**src/rtl/wb_timer_slave.sv**
```systemverilog
// Wishbone slave with a 32-bit free-running timer: CTRL / COUNT / COMPARE / STATUS.
// The bus side is a three-state handshake (IDLE -> WAIT -> ACK) with a fixed,
// parameterised number of wait states. The timer compares COUNT against
// COMPARE and raises a sticky MATCH flag, optionally reloading COUNT to zero.
module wb_timer_slave #(
    parameter int WAIT_STATES = 1
) (
    input  logic        clk,
    input  logic        rst,
    input  logic [31:0] wishbone_addr_i,
    input  logic [31:0] wishbone_data_i,
    input  logic        wishbone_we_i,
    input  logic [3:0]  wishbone_sel_i,
    input  logic        wishbone_stb_i,
    input  logic        wishbone_cyc_i,
    output logic [31:0] wishbone_data_o,
    output logic        wishbone_ack_o,
    output logic        irq_o
);

    localparam logic [1:0] S_IDLE = 2'd0;
    localparam logic [1:0] S_WAIT = 2'd1;
    localparam logic [1:0] S_ACK  = 2'd2;

    localparam logic [3:0] WAIT_LOAD = (WAIT_STATES > 0) ? 4'(WAIT_STATES - 1) : 4'd0;

    localparam logic [1:0] A_CTRL    = 2'd0;
    localparam logic [1:0] A_COUNT   = 2'd1;
    localparam logic [1:0] A_COMPARE = 2'd2;
    localparam logic [1:0] A_STATUS  = 2'd3;

    logic [1:0]  state_q, state_d;
    logic [3:0]  wcnt_q, wcnt_d;
    logic [1:0]  addr_q, addr_d;
    logic [31:0] wdata_q, wdata_d;
    logic        we_q, we_d;
    logic [3:0]  sel_q, sel_d;
    logic        ack_q, ack_d;

    logic [2:0]  ctrl_q, ctrl_d;
    logic [31:0] count_q, count_d;
    logic [31:0] compare_q, compare_d;
    logic        match_q, match_d;

    logic        wr_en;
    logic        hit;
    logic [31:0] rd_mux;
    logic        addr_unused;

    // Only address bits [3:2] select a register; the rest are don't-care.
    assign addr_unused = ^{wishbone_addr_i[31:4], wishbone_addr_i[1:0]};

    // Replace only the byte lanes whose select bit is set.
    function automatic logic [31:0] merge_lanes(input logic [31:0] old_v,
                                                input logic [31:0] new_v,
                                                input logic [3:0]  sel);
        logic [31:0] res;
        res = old_v;
        for (int i = 0; i < 4; i++) begin
            if (sel[i]) res[8*i +: 8] = new_v[8*i +: 8];
        end
        return res;
    endfunction

    // Bus handshake: capture the request, count wait states, abort on a dropped strobe.
    always_comb begin
        state_d = state_q;
        wcnt_d  = wcnt_q;
        addr_d  = addr_q;
        wdata_d = wdata_q;
        we_d    = we_q;
        sel_d   = sel_q;
        case (state_q)
            S_IDLE: begin
                if (wishbone_cyc_i && wishbone_stb_i) begin
                    addr_d  = wishbone_addr_i[3:2];
                    wdata_d = wishbone_data_i;
                    we_d    = wishbone_we_i;
                    sel_d   = wishbone_sel_i;
                    if (WAIT_STATES > 0) begin
                        state_d = S_WAIT;
                        wcnt_d  = WAIT_LOAD;
                    end else begin
                        state_d = S_ACK;
                    end
                end
            end
            S_WAIT: begin
                if (!wishbone_cyc_i || !wishbone_stb_i) begin
                    state_d = S_IDLE;
                end else if (wcnt_q == 4'd0) begin
                    state_d = S_ACK;
                end else begin
                    wcnt_d = wcnt_q - 4'd1;
                end
            end
            S_ACK:   state_d = S_IDLE;
            default: state_d = S_IDLE;
        endcase
    end

    // The _d capture values hold the live request in IDLE and the captured one in
    // WAIT, so a write commits on the ACK-entry edge with either wait-state setting.
    assign wr_en = (state_d == S_ACK) && (state_q != S_ACK) && we_d;
    assign ack_d = (state_d == S_ACK);
    assign hit   = ctrl_q[0] && (count_q == compare_q);

    // Timer advance and bus writes; a bus write to COUNT overrides the timer,
    // and a new match overrides a same-cycle write-1-to-clear.
    always_comb begin
        ctrl_d    = ctrl_q;
        compare_d = compare_q;
        match_d   = match_q;
        count_d   = count_q;
        if (ctrl_q[0]) begin
            count_d = (hit && ctrl_q[2]) ? 32'd0 : count_q + 32'd1;
        end
        if (wr_en) begin
            case (addr_d)
                A_CTRL:    if (sel_d[0]) ctrl_d = wdata_d[2:0];
                A_COUNT:   count_d = merge_lanes(count_q, wdata_d, sel_d);
                A_COMPARE: compare_d = merge_lanes(compare_q, wdata_d, sel_d);
                A_STATUS:  if (sel_d[0] && wdata_d[0]) match_d = 1'b0;
                default:   ;
            endcase
        end
        if (hit) match_d = 1'b1;
    end

    // Read mux for the register addressed by the transfer currently in ACK.
    always_comb begin
        rd_mux = 32'd0;
        case (addr_q)
            A_CTRL:    rd_mux = {29'd0, ctrl_q};
            A_COUNT:   rd_mux = count_q;
            A_COMPARE: rd_mux = compare_q;
            A_STATUS:  rd_mux = {31'd0, match_q};
            default:   rd_mux = 32'd0;
        endcase
    end

    // Control and architectural state, with synchronous active-low reset.
    always_ff @(posedge clk) begin
        if (!rst) begin
            state_q   <= S_IDLE;
            wcnt_q    <= 4'd0;
            ack_q     <= 1'b0;
            ctrl_q    <= 3'd0;
            count_q   <= 32'd0;
            compare_q <= 32'hFFFF_FFFF;
            match_q   <= 1'b0;
        end else begin
            state_q   <= state_d;
            wcnt_q    <= wcnt_d;
            ack_q     <= ack_d;
            ctrl_q    <= ctrl_d;
            count_q   <= count_d;
            compare_q <= compare_d;
            match_q   <= match_d;
        end
    end

    // Captured request fields; only meaningful while a transfer is in flight.
    always_ff @(posedge clk) begin
        addr_q  <= addr_d;
        wdata_q <= wdata_d;
        we_q    <= we_d;
        sel_q   <= sel_d;
    end

    assign wishbone_ack_o  = ack_q;
    assign wishbone_data_o = ack_q ? rd_mux : 32'd0;
    assign irq_o           = match_q & ctrl_q[1];

endmodule
```
**config.mk**
```make
export PLATFORM = sky130hd
export DESIGN_NAME = wb_timer_slave
export DESIGN_NICKNAME = d
export VERILOG_FILES = /design/src/rtl/wb_timer_slave.sv
export SDC_FILE = /design/constraint.sdc
export NUM_CORES = 1
export LEC_CHECK = 0
export ABC_AREA = 1
export CORE_MARGIN = 2
export CORE_UTILIZATION = 35
export DETAILED_ROUTE_END_ITERATION = 16
export PLACE_DENSITY = 0.59
export SLEW_MARGIN = 0
export SYNTH_ARGS = -nofsm -noshare
export SYNTH_HDL_FRONTEND = slang
export SYNTH_SLANG_ARGS = --single-unit
```
**constraint.sdc**
```tcl
create_clock -name clk -period 2.4 [get_ports clk]
set_clock_uncertainty 0.1 [all_clocks]
set_input_delay 0.36 -clock clk [delete_from_list [all_inputs] [get_ports clk]]
set_output_delay 0.36 -clock clk [all_outputs]
set_load 0.05 [all_outputs]
```
==> results.md, run 1 <==
Outcome:
- The run finished with clean final reports.

GRT:
- Entering global routing, the biggest net connects 66 pins.
- The number of global-route vias before repair is 6750.
- The first-pass GRT wire length is 35.1 mm.
- The number of antenna violations at the first check in global routing is 0.
- Global routing finished with a remaining overflow of 0.
- The overall global routing resource usage is 22.2%.

Yosys:
- Counting flops and latches in the post-synthesis netlist gives 114.
- The main flop type after synthesis is sky130_fd_sc_hd__dfxtp_1.
- Counting flops with an async set or reset pin after synthesis yields a share of 0%.
- For this run, the register share of the synthesized area comes to 33.7%.
- Averaged over all synthesized cells, the footprint is 6.38 µm².
- The synthesized net count is 1139.
- The count of different cell masters after synthesis is 40.
- The synthesized design contains 0 enable-type register cells.
- Synthesis handed over a netlist of 1063 instances.
- Yosys printed 0 warnings.
- The netlist area before placement is 6780 µm².

Timing:
- The final number of max-transition violations came to 0.
- The relative slew slack is 66.6%.
- The pin slew with the least headroom to its limit is 0.499 ns.
- The final clock period utilization by the worst path is 97.0%.
- Setup repair after global routing left no endpoint under its margin.
- The tightest hold path in the finished design has a slack of 0.158 ns.
- The shortest clock period the worst path allows after layout is 2.33 ns.
- The number of failing hold endpoints at the final stage is 0.
- The final-report setup violation count is 0.
- The summed negative setup slack over all endpoints is 0 ns.
- For this run, the top clock speed supported by timing is 0.430 GHz.

Setup path:
- STA puts the critical path data arrival time at 1.87 ns.
- The signal on the critical path passes through inv_1 -> nor2_2 -> buf_12 -> nand2_1 -> a21oi_1 -> buf_4 -> buf_12.
- The highest-delay cell along the critical path is sky130_fd_sc_hd__dfxtp_2.
- The most frequent cell on the critical path is sky130_fd_sc_hd__buf_12.
- The capture point of the worst reg-to-reg path is count_q[26].
- By startpoint and endpoint, the worst setup path is classified as reg -> out.
- Data on the critical path is required at its endpoint by 1.94 ns.
- For the worst flop-to-flop path, the logic depth is 11.
- Of all nets on the critical path, the largest fanout is 32.
- The startpoint kind of the worst setup timing path is a register.
- The reg2reg setup slack is 0.20 ns.
- The largest stage delay on the critical path is 0.40 ns.
- The startpoint identified for the worst register-to-register timing path is count_q[0].
- STA classifies the critical path endpoint as an output pin.

Drt:
- For this run, the detailed router's first-pass iteration total came to 5.
- The residual DRC count is 0.
- The total number of vias is 7091.
- The number of nets with antenna violations after routing is 0.
- After detailed routing, the average wire length per cell comes to 15.3 µm.
- For this block, the initial DRC count from the detailed router was 450.
- The number of vias per cell after detailed routing is 4.95.
- The total routed wirelength is 21.9 mm.

Worst hold path:
- The depth of the worst hold-timing path is 3.
- The endpoint of the worst hold-timing path is wcnt_q[0].
- The worst hold path class is in -> reg.
- The startpoint identified for the worst hold timing path is rst.

Clock tree:
- The clock-pin slew on the worst setup and hold paths is 0.05 ns.
- The H-tree depth is 4.
- The maximum clock insertion buffer count is 2.
- In this run the clock root is driven by a sky130_fd_sc_hd__clkbuf_16.
- TritonCTS built the clock tree.
- The TritonCTS buffer count is 17.
- The clock drives 114 sinks.
- The latest clock arrival within the worst-skew pair is 0.43 ns.

Floorplan:
- The floorplan step defined a die boundary enclosing 20500 µm².
- The y dimension of the die is 143 µm.
- For this configuration, the core starts out at a cell density of 36.0%.
- The boundary pin count is 107.
- The placeable core region is 18800 µm².
- The initialized floorplan defines 50 standard-cell rows.
- The width of the chip is 143 µm.

Place:
- Routability-driven placement finished with a final weighted congestion of 0.965.
- Input and output buffers added on the ports amount to 76.
- The number of cells after detailed placement is 1400.
- The final HPWL from detailed placement is 16.1 mm.

Final layout:
- The layout has 1909 filler cells.
- The number of antenna diodes in the final layout is 0.
- Relative to the synthesized area, the layout overhead comes to 33.8%.
- The total number of nets in the final design is 1235.
- The ratio of cells with drive above 1 in the final layout is 13.8%.
- Once layout is complete, the utilization of the core stands at 48.2%.
- The non-filler instance count after layout is 1432.

Power:
- IR analysis of the VDD net gives a maximum drop of 0.000491 V.
- Power spread over the standard cell area amounts to 620 nW/µm².
- For this design the static power due to leakage is 3.92 nW.

Run:
- The number of max-cap violations is 0.
==> placed cells by master, fill, tap and decap left out, types with 27 or more instances in the layout <==
master                            instances
sky130_fd_sc_hd__clkdlybuf4s50_1         43
sky130_fd_sc_hd__a21oi_1                 69
sky130_fd_sc_hd__o211ai_1                27
sky130_fd_sc_hd__nand2_1                322
sky130_fd_sc_hd__o21ai_0                 60
sky130_fd_sc_hd__buf_12                  37
sky130_fd_sc_hd__nand3_1                 61
sky130_fd_sc_hd__dfxtp_1                112
sky130_fd_sc_hd__buf_4                   41
sky130_fd_sc_hd__nor2_1                  90
sky130_fd_sc_hd__inv_1                  123
==> layout make-up <==
class / count / area, µm² / area share (%)
clock buffer: 23 / 498 / 5.49
clock inverter: 9 / 150 / 1.66
inverter: 128 / 483 / 5.32
multi-input combinational: 775 / 3830 / 42.3
sequential: 114 / 2280 / 25.2
tap: 260 / 325 / 3.59
timing repair buffer: 123 / 1500 / 16.5
==> what timing repair did <==
item / 4_1_cts / 5_1_grt
gates resized for setup: 4 / 6
pin swaps: 0 / 0
hold buffers: 0 / 0
setup buffers: 0 / 0
endpoints found under the setup margin: 4 / 14
==> report_power, final <==
part | switching (mW) | leakage, nW | internal (mW) | total (mW)
Sequential | 0.0487 | 0.934 | 2.02 | 2.07
Clock | 0.932 | 0.315 | 1.87 | 2.80
Combinational | 0.447 | 2.67 | 0.300 | 0.747
==> logic make-up (layout without fill, tap and decap cells) <==
logic type / Yosys count / count (layout) / share of synthesized area (%)
buf+inv: 174 / 283 / 10.4
simple gates: 546 / 546 / 34.8
mux: 11 / 11 / 1.83
fa+ha+maj: 3 / 3 / 0.554
xor+xnor: 18 / 18 / 2.33
flops: 114 / 114 / 33.7
compound gates: 197 / 197 / 16.4
==> state kept, by name, summed over array words and instances (netlist names) <==
register        cells
wishbone_ack_o      1
wdata_q            32
compare_q          32
match_q             1
ctrl_q              3
state_q             2
we_q                1
count_q            32
sel_q               4
addr_q              2
wcnt_q              4
==> metrics by stage <==
step | worst slack, ns | total power, mW | area, µm²
CTS | 0.0111 | 5.64 | 9050
global route | 0.0123 | 5.83 | 9070
global placement | 0.0420 | 2.84 | 8390
floorplan | 0.141 | 2.54 | 6790
finish | 0.0720 | 5.62 | 9070
detailed placement | -0.0241 | 2.85 | 8390
==> cells in the mapped netlist (2+ instances only) <==
cell | number | area [µm²]
sky130_fd_sc_hd__a211oi_1 | 2 | 15.0
sky130_fd_sc_hd__a21oi_1 | 75 | 375
sky130_fd_sc_hd__and2_1 | 22 | 138
sky130_fd_sc_hd__buf_2 | 15 | 75.1
sky130_fd_sc_hd__buf_4 | 4 | 30.0
sky130_fd_sc_hd__buf_6 | 2 | 22.5
sky130_fd_sc_hd__clkbuf_1 | 23 | 86.3
sky130_fd_sc_hd__clkbuf_2 | 2 | 10.0
sky130_fd_sc_hd__dfxtp_1 | 114 | 2280
sky130_fd_sc_hd__ha_1 | 3 | 37.5
sky130_fd_sc_hd__inv_1 | 123 | 462
sky130_fd_sc_hd__inv_2 | 4 | 15.0
sky130_fd_sc_hd__mux2_2 | 11 | 124
sky130_fd_sc_hd__nand2_1 | 323 | 1210
sky130_fd_sc_hd__nand2_2 | 5 | 31.3
sky130_fd_sc_hd__nand3_1 | 61 | 305
sky130_fd_sc_hd__nand3_4 | 2 | 35.0
sky130_fd_sc_hd__nand4_1 | 11 | 68.8
sky130_fd_sc_hd__nor2_1 | 92 | 345
sky130_fd_sc_hd__nor2_2 | 4 | 25.0
sky130_fd_sc_hd__nor2_8 | 2 | 40.0
sky130_fd_sc_hd__nor3_1 | 16 | 80.1
sky130_fd_sc_hd__nor3b_1 | 4 | 30.0
sky130_fd_sc_hd__o211ai_1 | 27 | 203
sky130_fd_sc_hd__o21ai_0 | 60 | 300
sky130_fd_sc_hd__o21ai_1 | 22 | 110
sky130_fd_sc_hd__o21ai_2 | 3 | 26.3
sky130_fd_sc_hd__o21ai_4 | 2 | 32.5
sky130_fd_sc_hd__o21bai_1 | 2 | 15.0
sky130_fd_sc_hd__xnor2_1 | 5 | 43.8
sky130_fd_sc_hd__xor2_1 | 13 | 114
==> worst max-delay path by stage <==
stage | start | endpoint | slack, ns | depth (start not counted)
CTS | addr_q[0] | wishbone_data_o[14] | 0.01 | 7
floorplan | wishbone_ack_o | wishbone_data_o[10] | 0.14 | 3
finish | addr_q[0] | wishbone_data_o[14] | 0.07 | 7
global route | addr_q[0] | wishbone_data_o[14] | 0.01 | 7
global placement | wishbone_cyc_i | count_q[12] | 0.04 | 12
detailed placement | wishbone_cyc_i | count_q[11] | -0.02 | 12
==> worst max-delay path, delay by kind of cell, from the launching register on <==
kind	cells	cell delay [ns]
buffers and inverters	4	0.60
AO/OA/AOI/OAI	1	0.21
flip-flops	1	0.40
AND/OR/NAND/NOR	2	0.22
==> metal layers <==
layer	GRT usage, %	part of all wire (%)	vias up
met1	29.7	46	3257
met2	35.6	46	209
li1	-	-	3591
met4	8.34	2.3	0
met3	3.79	5.7	34
met5	0	0	-
(Power assumes the default switching activity.)
==> inputs of run 2 (changes only) <==
--- a/config.mk
+++ b/config.mk
@@ -6,10 +6,10 @@
 export NUM_CORES = 1
 export LEC_CHECK = 0
 export ABC_AREA = 1
-export CORE_MARGIN = 2
-export CORE_UTILIZATION = 35
+export CORE_UTILIZATION = 55
 export DETAILED_ROUTE_END_ITERATION = 16
-export PLACE_DENSITY = 0.59
+export PLACE_DENSITY = 0.84
+export SETUP_SLACK_MARGIN = 0.15
 export SLEW_MARGIN = 0
 export SYNTH_ARGS = -nofsm -noshare
 export SYNTH_HDL_FRONTEND = slang
==> run 2 against run 1 <==
Wire length increased by 3.8%. Utilization increased by 29 points. Hold slack improved by 0.046 ns. Count of clock-buffer cells in the layout unchanged. Sequential power about the same. Clock power increased by 4%. Via count increased by 6.8%. Final area increased by 2.4%. Cell count decreased by 7.8%. Critical path type unchanged. Largest cell class unchanged.
==> results.md, run 2 (same netlist as run 1, synthesis figures left out) <==
Drt:
- The count of TritonRoute iterations in the first routing pass came to 6 (+1).
- The number of vias per cell after detailed routing came to 5.74 (+16%).
- The routed length per instance came to 17.2 µm (+13%).
- The total number of vias is 7574 (+6.8%).
- The initial DRC count is 668 (+48%).
- The number of nets with antenna violations after routing is 0 (unchanged).
- The residual DRC count is 0 (unchanged).
- The total routed wirelength is 22.7 mm (+3.8%).

Final layout:
- The largest registers in the layout are compare_q x32, count_q x32, wdata_q x32.
- The total number of nets in the final design is 1236 (+0.081%).
- The cell area after layout was 9280 µm² (+2.4%).
- The area growth from synthesis to final layout is 37.0%.
- The antenna diode instance count was 0 (unchanged).
- The non-filler instance count after layout was 1320 (-7.8%).
- The end-of-flow core utilization is 77.3% (+29 points).
- The ratio of cells with drive above 1 in the final layout is 17.4% (+3.6 points).
- The library cells used most frequently in the layout, excluding fill and tap cells, are sky130_fd_sc_hd__nand2_1 (306), sky130_fd_sc_hd__inv_1 (120), sky130_fd_sc_hd__dfxtp_1 (111), sky130_fd_sc_hd__nor2_1 (88), sky130_fd_sc_hd__nand3_1 (61).
- The most frequent standard cell in the layout excluding fill and tap cells is sky130_fd_sc_hd__nand2_1.

Place:
- The weighted congestion reported at the end of routability-driven placement is 0.941 (-2.5%).
- The post-place instance area came to 8180 µm² (-2.5%).
- The final HPWL from detailed placement is 15.1 mm (-6.2%).
- The port buffer count is 76 (unchanged).
- The number of cells after detailed placement was 1276 (-8.9%).

Setup path:
- The largest stage delay on the critical path was 0.36 ns (-0.04 ns).
- The capturing element type of the critical path is an output pin.
- The highest-delay cell along the critical path is sky130_fd_sc_hd__dfxtp_4.
- The category of cells accounting for the largest share of critical-path delay is buffers and inverters.
- The buffer and inverter count on the worst path was 4 (unchanged).
- The data arrival at the endpoint of the critical path was 1.84 ns (-0.03 ns).
- STA classifies the critical path startpoint as a register.
- The critical path is of the reg -> out type.
- The critical path goes through buf_12 -> nor2_4 -> buf_12 -> buf_16 -> nand2_2 -> a21oi_2 -> buf_12.
- The required time of the critical path is 1.94 ns (about the same).
- The reg2reg setup slack is 0.25 ns (+0.05 ns).
- Among the stages of the critical path, the cell type that occurs most often is sky130_fd_sc_hd__buf_12.
- The worst-path maximum fanout is 8 (-75%).

Power:
- The leakage power figure is 4.01 nW (+2.4%).
- The maximum VDD drop is 0.000633 V (+29%).
- The total power density per cell area was 639 nW/µm² (+3.2%).

Timing:
- The final number of max-transition violations is 0 (unchanged).
- The number of failing hold endpoints at the final stage is 0 (unchanged).
- The summed negative setup slack over all endpoints is 0 ns (unchanged).
- The final clock period utilization by the worst path came to 96.0% (-0.96 points).
- The relative slew slack is 56.8% (-9.9 points).
- The pin slew with the least headroom to its limit is 0.648 ns (+0.149 ns).
- Setup repair after global routing could not meet its margin everywhere.
- The shortest clock period the worst path allows after layout came to 2.30 ns (-0.0231 ns).
- The final-report setup violation count was 0 (unchanged).
- The achievable frequency is 0.434 GHz (+1.0%).

GRT:
- The first-pass GRT wire length was 36.1 mm (+2.8%).
- The overall global routing resource usage is 37.0% (+15 points).
- The largest net degree at the start of global routing is 36 (-45%).
- The residual overflow from global routing is 0 (unchanged).
- The number of global-route vias before repair came to 7221 (+7.0%).
- The number of antenna violations at the first check in global routing is 0 (unchanged).

Floorplan:
- The number of placement rows was 40 (-20%).
- The y dimension of the die is 113 µm (-21%).
- The starting utilization of the core area is 56.4% (+20 points).
- The placeable core region is 12000 µm² (-36%).
- The width of the chip is 113 µm (-21%).
- The boundary pin count is 107 (unchanged).
- The die area came to 12800 µm² (-38%).

Clock tree:
- The latest clock arrival within the worst-skew pair is 0.43 ns (about the same).
- The clock-pin slew on the worst setup and hold paths is 0.06 ns (about the same).
- The H-tree depth is 4 (unchanged).
- The TritonCTS buffer count is 17 (unchanged).
- The master cell of the clock root buffer is sky130_fd_sc_hd__clkbuf_16.
- The number of sinks handled by clock tree synthesis was 114 (unchanged).
- TritonCTS built the clock tree.
- The maximum clock insertion buffer count is 2 (unchanged).

Worst hold path:
- The path class of the tightest hold or removal check is in -> reg.

Run:
- The number of max-cap violations is 0 (unchanged).

Outcome:
- The flow ran to the end, and the final reports show no timing, DRC or antenna violations.
[run 2: report_power, final]
group          switching, mW  total, mW  internal [mW]
Sequential            0.0455       2.07           2.02
Clock                  0.907       2.91           2.00
Combinational          0.550      0.958          0.407
[run 2: path summary, 6_finish.rpt]
kind                    from                  end  depth (start not counted)
hold / removal           rst            wcnt_q[1]                          3
setup / recovery   addr_q[1]  wishbone_data_o[14]                          7
hold reg to reg    ctrl_q[1]            ctrl_q[1]                          2
setup reg to reg  count_q[1]          count_q[26]                         10
[run 2: worst reg2reg max path: stages, from the launching register on]
cell,delay [ns]
sky130_fd_sc_hd__dfxtp_1,0.44
sky130_fd_sc_hd__ha_1,0.25
sky130_fd_sc_hd__nand3_1,0.12
sky130_fd_sc_hd__nor2_2,0.22
sky130_fd_sc_hd__nand2_1,0.18
sky130_fd_sc_hd__nor2_4,0.20
sky130_fd_sc_hd__nand2_1,0.13
sky130_fd_sc_hd__xor2_1,0.17
sky130_fd_sc_hd__nor2_1,0.10
sky130_fd_sc_hd__nand2_1,0.06
sky130_fd_sc_hd__a21oi_1,0.13
[run 2: per-stage QoR]
step           hold slack [ns]  power [mW]  setup WS (ns)
2_1_floorplan            0.345        2.54          0.141
3_3_place_gp             0.354        2.80         0.0565
3_5_place_dp             0.371        2.82        -0.0425
4_1_cts                  0.196        5.89          0.117
5_1_grt                  0.245        6.12         0.0836
6_report                 0.204        5.94         0.0950
[run 2: what timing repair did]
item	CTS	global route
pin swaps	6	18
setup buffers	8	0
gates cloned	4	0
setup endpoints to repair	33	57
gates resized for setup	36	30
hold buffers	0	0
[run 2: layout make-up]
type                    instances  area, µm²
fillers                       883       2730
well taps                     147        184
repair buffers                124       1650
clock inverters                 9        173
clock buffers                  23        508
inverters                     128        483
flip-flops and latches        114       2290
multi-input cells             775       4000
[run 2: per-layer routing]
layer	up-vias	part of all wire (%)	track usage, %
met5	-	0	0
met3	89	10	9.00
met4	0	4.3	20.6
met1	3471	39	45.6
met2	411	46	59.3
li1	3603	-	-
